--- config.mk ---
export PLATFORM = sky130hd
export DESIGN_NAME = uart_tx_arbiter
export DESIGN_NICKNAME = d
export VERILOG_FILES = /design/src/rtl/uart_arb_pkg.sv /design/src/rtl/rr_arbiter.sv /design/src/rtl/uart_tx_arbiter.sv
export SDC_FILE = /design/constraint.sdc
export NUM_CORES = 1
export LEC_CHECK = 0
export BUFFER_PORTS_ARGS = -buffer_cell sky130_fd_sc_hd__buf_2
export CAP_MARGIN = 25
export CORE_UTILIZATION = 30
export DETAILED_ROUTE_END_ITERATION = 10
export PLACE_DENSITY = 0.61
export SLEW_MARGIN = 20
export SYNTH_ARGS = -nofsm -noshare
export SYNTH_HDL_FRONTEND = slang
export SYNTH_SLANG_ARGS = --single-unit
--- constraint.sdc ---
create_clock -name clock -period 5 [get_ports clock]
set_input_delay 1 -clock clock [delete_from_list [all_inputs] [get_ports clock]]
set_output_delay 1 -clock clock [all_outputs]
set_load 0.01 [all_outputs]
--- src/rtl/uart_arb_pkg.sv ---
// uart_arb_pkg: shared FSM encoding, data width and default parameters for uart_tx_arbiter
package uart_arb_pkg;
  localparam int UART_DATA_W = 9;
  localparam int DEF_NUM_REQ = 4;
  localparam int DEF_BUSY_TIMEOUT = 4;
  localparam int TIMEOUT_W = 4;
  localparam logic [1:0] ST_IDLE = 2'd0;
  localparam logic [1:0] ST_SEND = 2'd1;
  localparam logic [1:0] ST_WAIT_BUSY = 2'd2;
  localparam logic [1:0] ST_WAIT_DONE = 2'd3;
  typedef enum logic [1:0] {
    IDLE = ST_IDLE,
    SEND = ST_SEND,
    WAIT_BUSY = ST_WAIT_BUSY,
    WAIT_DONE = ST_WAIT_DONE
  } state_e;
  function automatic int next_index(input int idx, input int n);
    return (idx == n - 1) ? 0 : idx + 1;
  endfunction
endpackage

--- src/rtl/rr_arbiter.sv ---
// rr_arbiter: picks the first active request at or above ptr, wrapping at N-1
module rr_arbiter #(
  parameter int N = 4,
  localparam int W = $clog2(N)
) (
  input  logic [N-1:0] req,
  input  logic [W-1:0] ptr,
  output logic [N-1:0] grant,
  output logic [W-1:0] idx,
  output logic         valid
);
  logic [W-1:0] j;
  always_comb begin
    idx = '0;
    valid = 1'b0;
    j = '0;
    for (int i = 0; i < N; i++) begin
      j = W'((int'(ptr) + i) % N);
      if (!valid && req[j]) begin
        idx = j;
        valid = 1'b1;
      end
    end
    grant = valid ? N'(1) << idx : '0;
  end
endmodule

--- src/rtl/uart_tx_arbiter.sv ---
// uart_tx_arbiter: round-robin sharing of one 9N1 UART transmitter among NUM_REQ requesters
module uart_tx_arbiter
  import uart_arb_pkg::*;
#(
  parameter int NUM_REQ = DEF_NUM_REQ,
  parameter int BUSY_TIMEOUT = DEF_BUSY_TIMEOUT,
  localparam int GW = $clog2(NUM_REQ)
) (
  input  logic                                clock,
  input  logic                                reset_n,
  input  logic [NUM_REQ-1:0]                  req,
  input  logic [NUM_REQ-1:0][UART_DATA_W-1:0] req_data,
  output logic [NUM_REQ-1:0]                  ack,
  input  logic                                uart_ready,
  output logic                                uart_send,
  output logic [UART_DATA_W-1:0]              uart_data,
  output logic                                busy,
  output logic [GW-1:0]                       grant_id,
  output logic                                tx_error
);
  state_e state, state_nx;
  logic [GW-1:0] ptr, win_idx;
  logic [NUM_REQ-1:0] win_onehot;
  logic [UART_DATA_W-1:0] win_word;
  logic win_valid, grant_now, timeout;
  logic [TIMEOUT_W-1:0] cnt;

  rr_arbiter #(.N(NUM_REQ)) u_rr (
    .req  (req),
    .ptr  (ptr),
    .grant(win_onehot),
    .idx  (win_idx),
    .valid(win_valid)
  );

  always_comb begin
    win_word = '0;
    for (int i = 0; i < NUM_REQ; i++) win_word |= win_onehot[i] ? req_data[i] : '0;
  end

  // uart_ready gates the grant so nothing is handed over while the transmitter is still busy
  always_comb begin
    grant_now = (state == IDLE) && uart_ready && win_valid;
    timeout = (state == WAIT_BUSY) && uart_ready && (cnt == TIMEOUT_W'(BUSY_TIMEOUT - 1));
    state_nx = grant_now ? SEND
      : (state == SEND) ? WAIT_BUSY
      : (state == WAIT_BUSY) ? (!uart_ready ? WAIT_DONE : (timeout ? IDLE : WAIT_BUSY))
      : (state == WAIT_DONE) ? (uart_ready ? IDLE : WAIT_DONE)
      : IDLE;
  end

  always_comb ack = (state == SEND) ? NUM_REQ'(1) << grant_id : '0;

  always_ff @(posedge clock or negedge reset_n) begin
    if (!reset_n) begin
      state <= IDLE;
      ptr <= '0;
      grant_id <= '0;
      uart_data <= '0;
      cnt <= '0;
      uart_send <= 1'b0;
      busy <= 1'b0;
      tx_error <= 1'b0;
    end else begin
      state <= state_nx;
      busy <= state_nx != IDLE;
      uart_send <= grant_now;
      tx_error <= timeout;
      cnt <= (state == WAIT_BUSY && uart_ready) ? cnt + 1'b1 : '0;
      if (grant_now) begin
        grant_id <= win_idx;
        ptr <= GW'(next_index(int'(win_idx), NUM_REQ));
        uart_data <= win_word;
      end
    end
  end
endmodule

==> impl_metrics.tcl, run 1 <==
set metrics [dict create \
    fin_area_um2 1560 \
    cp_max_fo 9 \
    ant_nets 0 \
    ys_warn_count 0 \
    core_um2 3770 \
    via_per_inst 4.86 \
    io_buffers 60 \
    antenna_cells 0 \
    cp_data_required_time_ps 5140 \
    final.period_utilization_pct 50.0 \
    htree_levels 1 \
    postSynthCellCount 115 \
    finClkSkew_ps 1.51 \
    crit_type "input port to flop" \
    hold_path_class "flop to flop" \
    min_period_ps 2500 \
    final_common_cell "buf_2" \
    dieArea_um2 4280 \
    synthesis.area_um2 1210 \
    gp_congestion 0.710 \
    setup_viol 0 \
    drive_gt1_share_pct 42.4 \
    drt_iter0_markers 40 \
    cts_root_buffer "clkbuf_8" \
    area_delta_synth_final_pct 28.9 \
    start_util_pct 32.0 \
    fmax_ghz 0.400 \
    slew_violations 0 \
    vias 1070 \
    crit_path_end_kind "flop" \
    clockBufferDepth 2 \
    clock_sinks 22 \
    drv_cap 0 \
    cellPowerDensity_nw_per_um2 500 \
    arrival_ps 2640 \
    hold_slack_ps 458 \
    ys_ff_latch 22 \
    grt_usage_pct 15.0 \
    clk_pin_slew_worst_paths_ps 80 \
    dieHeight_um 65.4 \
    hold_viol_final 0 \
    relSlewSlack_pct 59.8 \
    ys_seq_area_share_pct 45.6 \
    grt_pass1_vias 1057 \
    hold_buffers 0 \
    io_pins 61 \
    post_cts_buffers 0 \
    start_kind "input port" \
    antenna_found_initial 0 \
    syn-num-nets 163 \
    die_w_um 65.4 \
    fin_nets 221 \
    status "finished, final reports clean" \
    cts_resized 0 \
    final.setup.tns_ps 0 \
    peakVddDrop_v 0.000167 \
    drc 0 \
    clk_latency_ps 260 \
    row_count 22 \
    grt_max_degree 23 \
    grt_pass1_wl_mm 4.85 \
    first_pass_iters 4 \
    synth_cell_types 33 \
    routed_wl_mm 3.00 \
    syn_avg_cell_area_um2 10.5 \
    layout_setup_ws_ps 2500 \
    cts_tree "yes" \
    post-route-util_pct 41.2 \
    placed_area_um2 1500 \
    numCtsBuffers 3 \
    fillers 376 \
    hpwl_mm 2.32 \
    rsz0062_at_grt "no" \
    leakage_nw 0.759 \
    wl_per_cell_um 13.6 \
    dp_slack_ps 2200 \
    grt_overflow 0 \
    layout_common_cells "buf_2, dfrtp_1, a22oi_1, nor2_1, a31oi_2" \
    worst-slew-pin-transition_ps 600 \
]
==> Yosys cell counts <==
cell type | n | area, um2
mux2i_1 | 1 | 10.0
ha_1 | 5 | 62.6
and3b_1 | 1 | 8.76
a21o_1 | 1 | 7.51
a31oi_2 | 6 | 75.1
xor2_1 | 1 | 8.76
inv_1 | 5 | 18.8
buf_12 | 2 | 40.0
nand3_1 | 1 | 5.00
dfrtp_1 | 22 | 551
o31ai_1 | 1 | 7.51
nor2_1 | 14 | 52.6
xnor2_1 | 1 | 8.76
nor4_1 | 1 | 6.26
o21ai_0 | 4 | 20.0
and3_1 | 1 | 6.26
a31oi_1 | 3 | 18.8
a21oi_1 | 3 | 15.0
buf_6 | 1 | 11.3
nand2_1 | 5 | 18.8
o21a_1 | 1 | 7.51
mux2_2 | 1 | 11.3
a22oi_1 | 18 | 135
a211oi_1 | 1 | 7.51
nand2b_1 | 1 | 6.26
nor2b_1 | 1 | 6.26
or3_1 | 1 | 6.26
or2_2 | 1 | 6.26
buf_1 | 4 | 15.0
o22ai_1 | 1 | 6.26
nor3b_1 | 4 | 30.0
or2b_1 | 1 | 7.51
inv_6 | 1 | 8.76
==> per-layer routing <==
metal	track usage (%)	wire length (um)
met5	0	0
met2	25.4	1440
met3	2.08	167
met4	6.52	48
met1	18.8	1340
==> report_power, final <==
part | switching, mW | leakage [nW] | internal, mW | total [mW]
clock | 0.0564 | 0.0288 | 0.0701 | 0.126
sequential | 0.0487 | 0.268 | 0.247 | 0.296
combinational | 0.201 | 0.462 | 0.155 | 0.356
total | 0.306 | 0.759 | 0.472 | 0.778
==> through the flow <==
step	total power, mW	std cells
2_1_floorplan	0.551	115
3_3_place_gp	0.642	216
3_5_place_dp	0.658	216
4_1_cts	0.787	220
5_1_grt	0.838	220
6_report	0.778	220
==> cells by family after synthesis <==
logic type / synth area share (%)
AO/OA/AOI/OAI: 24.9
XOR/XNOR: 1.45
adder cells (fa/ha/maj): 5.19
buffers and inverters: 7.78
flip-flops: 45.6
multiplexers: 1.76
AND/OR/NAND/NOR: 13.3
==> area by class of cell <==
class	instances	area (um2)	area share, %
multi-input combinational	80	562	36.1
inverter	6	27.5	1.77
sequential	22	551	35.4
clock buffer	4	55.1	3.54
timing repair buffer	60	300	19.3
tap	48	60.1	3.86
==> worst paths after layout <==
path                       startpoint            to  slack [ps]  cells after the start
max reg2reg                    ptr[1]  uart_data[7]        2870                      6
min in group asynchronous     reset_n          busy         700                      1
min                            cnt[0]        cnt[0]         460                      1
max                            req[0]  uart_data[7]        2500                      8
max in group asynchronous     reset_n  uart_data[2]        3970                      1
min reg2reg                    cnt[0]        cnt[0]         460                      1
==> flip-flops by register name, summed over array words and instances (netlist names) <==
signal     count
tx_error       1
uart_data      9
ptr            2
uart_send      1
state          2
grant_id       2
cnt            4
busy           1
==> worst max-delay path, stage by stage <==
cell and delay [ps]:
buf_2 120, nand2_1 60, a21oi_1 60, a211oi_1 520
inv_1 140, ha_1 340, a22oi_1 270, a31oi_2 120
Note: power is estimated with default switching activity, not from simulation.
==> run 2, diff against run 1 <==
Settings changed: ABC_AREA from default to 1, PLACE_DENSITY 0.61 to 0.57.
Clock period 5 ns to 2.6 ns, I/O delays scaled along.
==> impl_metrics.tcl, run 2 <==
set metrics [dict create \
    drc 0 \
    final-seq-area_um2 551 \
    yosysTopAreaCell "dfrtp_1" \
    crit_path_end_kind "flop" \
    synth_area_leaders "dfrtp_1, nand2_1, nor2_1" \
    clockBufferDepth 2 \
    synth_top_cell_area_share_pct 34.7 \
    worst-slew-pin-transition_ps 501 \
    ys_seq_area_share_pct 34.7 \
    ys_warn_count 0 \
    drv_cap 0 \
    clk_latency_ps 260 \
    row_count 26 \
    synth-async-reset-ratio_pct 100 \
    hold_slack_ps 211 \
    via_per_inst 4.37 \
    largest_reg_flops 9 \
    drive_gt1_share_pct 31.7 \
    hpwl_mm 2.96 \
    crit_type "flop to flop" \
    status "finished, final reports clean" \
    cts_resized 0 \
    fillers 549 \
    largest_register "uart_data" \
    critPathLaunch "ptr[0]" \
    worstReg2RegEnd "uart_data[3]" \
    grt_usage_pct 14.5 \
    crit_end "uart_data[3]" \
    final.period_utilization_pct 89.6 \
    cp_data_required_time_ps 2760 \
    final.setup.tns_ps 0 \
    io_pins 61 \
    ys_ff_latch 22 \
    vias 1548 \
    synth_flop_cell "dfrtp_1" \
    dieArea_um2 5590 \
    start_util_pct 31.1 \
    antenna_cells 0 \
    synthesis.area_um2 1590 \
    post_cts_buffers 0 \
    cp_max_fo 11 \
    fmax_ghz 0.429 \
    hold_path_class "input port to async pin" \
    top_regs "uart_data x9, cnt x4" \
    antenna_found_initial 0 \
    finClkSkew_ps 4.89 \
    cts_tree "yes" \
    dieHeight_um 74.8 \
    numCtsBuffers 3 \
    min_period_ps 2330 \
    r2r_start "ptr[0]" \
    ant_nets 0 \
    start_kind "flop" \
    rsz0062_at_grt "no" \
    drt_iter0_markers 91 \
    fin_area_um2 1980 \
    reg2reg_slack_ps 270 \
    slew_violations 0 \
    placed_area_um2 1910 \
    grt_pass1_vias 1378 \
    grt_overflow 0 \
    synth_edf_count 0 \
    syn_avg_cell_area_um2 6.96 \
    final_common_cell "buf_2" \
    first_pass_iters 4 \
    clock_sinks 22 \
    relSlewSlack_pct 66.6 \
    postSynthCellCount 228 \
    arrival_ps 2490 \
    synthTopCellsByCount "nand2_1, nor2_1, nand3_1, inv_1, dfrtp_1" \
    post-route-util_pct 38.8 \
    leakage_nw 1.12 \
    area_delta_synth_final_pct 24.8 \
    yosysMostFrequentCell "nand2_1" \
    htree_levels 1 \
    die_w_um 74.8 \
    layout_common_cells "buf_2, nand2_1, nor2_1, nand3_1, inv_1" \
    syn-num-nets 276 \
    grt_pass1_wl_mm 6.21 \
    synth_cell_types 27 \
    setup_viol 0 \
    r2r_cells 14 \
    clk_pin_slew_worst_paths_ps 80 \
    peakVddDrop_v 0.000327 \
    fin_nets 333 \
    core_um2 5110 \
    multi_input_area_um2 852 \
    cellPowerDensity_nw_per_um2 1180 \
    wl_per_cell_um 10.8 \
    gp_congestion 0.817 \
    cts_root_buffer "clkbuf_8" \
    hold_buffers 0 \
    io_buffers 60 \
    routed_wl_mm 3.83 \
    hold_viol_final 0 \
    grt_max_degree 30 \
]
-- run 2: changes by cell type after synthesis, sizes merged, moves of 2 or more --
cell,delta
nor3b,-3
buf,+2
nand4,+4
nor2,+29
nand3,+38
nor3,+4
nand2,+57
inv,+22
a22oi,-18
a21oi,-2
a31oi,-8
-- run 2: power by group --
group	leakage (nW)	internal [mW]	switching (mW)
clock	0.0357	0.206	0.116
sequential	0.267	0.476	0.103
combinational	0.822	0.521	0.924
-- run 2: how the worst min path moves through the flow --
stage                        from  endpoint  slack, ps
after global placement     cnt[0]    cnt[0]        450
final                     reset_n    cnt[2]        210
after detailed placement   cnt[0]    cnt[0]        470
after floorplan           reset_n      busy        220
after global routing      reset_n    cnt[2]        260
after CTS                 reset_n    cnt[2]        230
-- run 2: logic make-up after synthesis --
group / count (synthesis) / synth area share, %
compound gates: 8 / 2.76
xor+xnor: 1 / 0.552
fa+ha+maj: 5 / 3.94
buf+inv: 38 / 11.7
flops: 22 / 34.7
simple gates: 154 / 46.4
-- run 2: routing by layer --
metal | share of wire, % | global-route usage [%]
met1 | 48 | 18.8
met2 | 48 | 25.4
met3 | 3.9 | 1.61
met4 | 0.42 | 4.40
met5 | 0 | 0
-- run 2: layout make-up --
class / instances / share of cell area, %
multi-input combinational: 168 / 43.0
sequential: 22 / 27.8
timing repair buffer: 62 / 15.9
inverter: 28 / 5.30
tap: 70 / 4.42
clock buffer: 3 / 2.08
clock inverter: 1 / 1.52
-- run 2: through the flow --
stage	total power, mW	setup WS [ps]	std cells
floorplan	1.71	280	228
global placement	2.03	285	350
detailed placement	2.05	255	350
CTS	2.38	233	354
global route	2.60	16.6	354
finish	2.35	271	354
-- run 2: critical path, cell delays in order (launching register included) --
cell     delay [ps]
dfrtp_1         570
inv_2           140
nand2_1         100
nand2_2          80
nand2_2          90
nand2_2          60
nor2_4          120
nand4_1          90
nand3_1         180
inv_1            90
ha_1            360
nand3_1         150
nand2_1          50
nor2_1           90
nor2_1           40
==> run 3, diff against run 2 <==
Settings changed: PLACE_DENSITY 0.57 to 0.59, SETUP_SLACK_MARGIN from default to 0.4, SKIP_LAST_GASP from default to 1.
Clock period 2.6 ns to 2.14 ns, I/O delays scaled along.
==> impl_metrics.tcl, run 3 (synthesis gave the netlist of run 2 again) <==
set metrics [dict create \
    p_switching_mw 1.75 \
    hold_slack_ps 129 \
    crit_type "flop to flop" \
    routed_wl_mm 4.40 \
    worst-slew-pin-transition_ps 983 \
    ant_nets 0 \
    start_util_pct 31.1 \
    drv_cap 0 \
    largest_reg_flops 9 \
    slew_violations 0 \
    hold_buffers 0 \
    htree_levels 1 \
    hold_viol_final 0 \
    cp_data_required_time_ps 2300 \
    grt_pass1_vias 1510 \
    drc 0 \
    grt_overflow 0 \
    grt_max_degree 23 \
    io_buffers 60 \
    min_period_ps 2110 \
    core_um2 5110 \
    final.period_utilization_pct 98.5 \
    fmax_ghz 0.474 \
    drive_gt1_share_pct 43.6 \
    cpMostUsedCell "nand2_2" \
    vias 1647 \
    drt_iter0_markers 84 \
    numCtsBuffers 3 \
    clockBufferDepth 2 \
    cts_root_buffer "clkbuf_8" \
    critPathSlowestCell "dfrtp_2" \
    cellPowerDensity_nw_per_um2 1580 \
    final_common_cell "buf_2" \
    post-route-util_pct 46.1 \
    io_pins 61 \
    crit_path_end_kind "flop" \
    cp_max_fo 5 \
    finClkSkew_ps 12.0 \
    layout_setup_ws_ps 32.4 \
    worstPathCellList "buf_6 -> nand2_2 -> nand3_1 -> nand2_2 -> inv_1 -> nand3_4 -> nand4_1 -> nand2_2 -> buf_4 -> inv_4 -> ha_4 -> buf_12 -> nand3_1 -> nand2_1 -> nor2_1 -> nor2_1" \
    switching_share_pct 46.8 \
    antenna_found_initial 0 \
    leakage_nw 1.27 \
    rsz0062_at_grt "yes" \
    wl_per_cell_um 11.8 \
    grt_usage_pct 15.1 \
    dp_slack_ps -43.5 \
    row_count 26 \
    hpwl_mm 2.99 \
    p_int_mw 1.98 \
    peakVddDrop_v 0.000620 \
    first_pass_iters 4 \
    dieHeight_um 74.8 \
    finalPower_mw 3.73 \
    clock_sinks 22 \
    arrival_ps 2270 \
    dieArea_um2 5590 \
    via_per_inst 4.42 \
    final.setup.tns_ps 0 \
    p_clk_share_pct 6.9 \
    gp_congestion 0.746 \
    pwr-share-seq_pct 19.0 \
    crit_path_max_incr_delay_ps 470 \
    grt_pass1_wl_mm 6.59 \
    cts_tree "yes" \
    fin_nets 353 \
    layout_common_cells "buf_2, nand2_1, nor2_1, nand3_1, inv_1" \
    top_regs "uart_data x9, cnt x4" \
    clk_latency_ps 260 \
    clk_pin_slew_worst_paths_ps 90 \
    relSlewSlack_pct 34.3 \
    setup_viol 0 \
    status "finished, final reports clean" \
    hold_path_class "input port to async pin" \
    die_w_um 74.8 \
    antenna_cells 0 \
    largest_register "uart_data" \
    combPwrFrac_pct 74.1 \
    start_kind "flop" \
    area_delta_synth_final_pct 48.4 \
]
==> run 3: cell count changes in the layout (fill, tap and decap cells not counted), moves of 4 or more <==
cell and delta:
buf_4 +11, nand2_1 -8, nand2_4 +5, buf_12 +4, buf_6 +4, ha_1 -4, ha_4 +4, nand3_1 -4
==> run 3: repair_timing <==
item                                    4_1_cts  5_1_grt
cloned                                        1        0
endpoints found under the setup margin       16       18
setup buffers                                 1        9
pin swaps                                     0       15
resized for setup                            27       26
==> run 3: area by class of cell <==
class                           count  area, um2
Multi-Input combinational cell    168       1010
Fill cell                         528       2750
Inverter                           28        118
Sequential cell                    22        553
Tap cell                           70       87.6
Timing Repair Buffer               82        551
Clock buffer                        3       41.3
==> run 3: power groups by stage <==
stage / registers [mW] / clock network (mW) / logic, mW
floorplan: 0.738 / 0 / 1.39
global placement: 0.696 / 0 / 1.91
detailed placement: 0.700 / 0 / 1.93
CTS: 0.695 / 0.270 / 2.35
global route: 0.734 / 0.278 / 3.04
finish: 0.709 / 0.258 / 2.76
==> run 3: path summary, 6_finish.rpt <==
| kind | start | to | slack (ps) | depth (start not counted) |
|---|---|---|---|---|
| max in group asynchronous | reset_n | ptr[1] | 1640 | 1 |
| min in group clock | cnt[0] | cnt[0] | 460 | 1 |
| hold reg to reg | cnt[0] | cnt[0] | 460 | 1 |
| setup / recovery | ptr[0] | uart_data[0] | 30 | 16 |
| setup reg to reg | ptr[0] | uart_data[0] | 30 | 16 |
| hold / removal | reset_n | uart_data[7] | 130 | 1 |
==> run 3: per-layer routing <==
metal,up-vias,track usage [%],wire length [um]
li1,870,-,-
met5,-,0,0
met1,719,19.9,1940
met3,6,2.01,284
met2,52,25.8,2120
met4,0,4.40,46
==> run 3: stage by stage <==
step | area, um2 | std cells
final | 2360 | 373
after global routing | 2360 | 373
after CTS | 2190 | 364
after detailed placement | 2000 | 359
after global placement | 2000 | 359
after floorplan | 1610 | 228
==> run 3: worst max-delay path, delay by kind of cell, from the launching register on <==
kind	cells	cell delay, ps
and+or+nand+nor	10	860
DFF	1	470
adders and majority gates	1	160
buffers and inverters	5	520
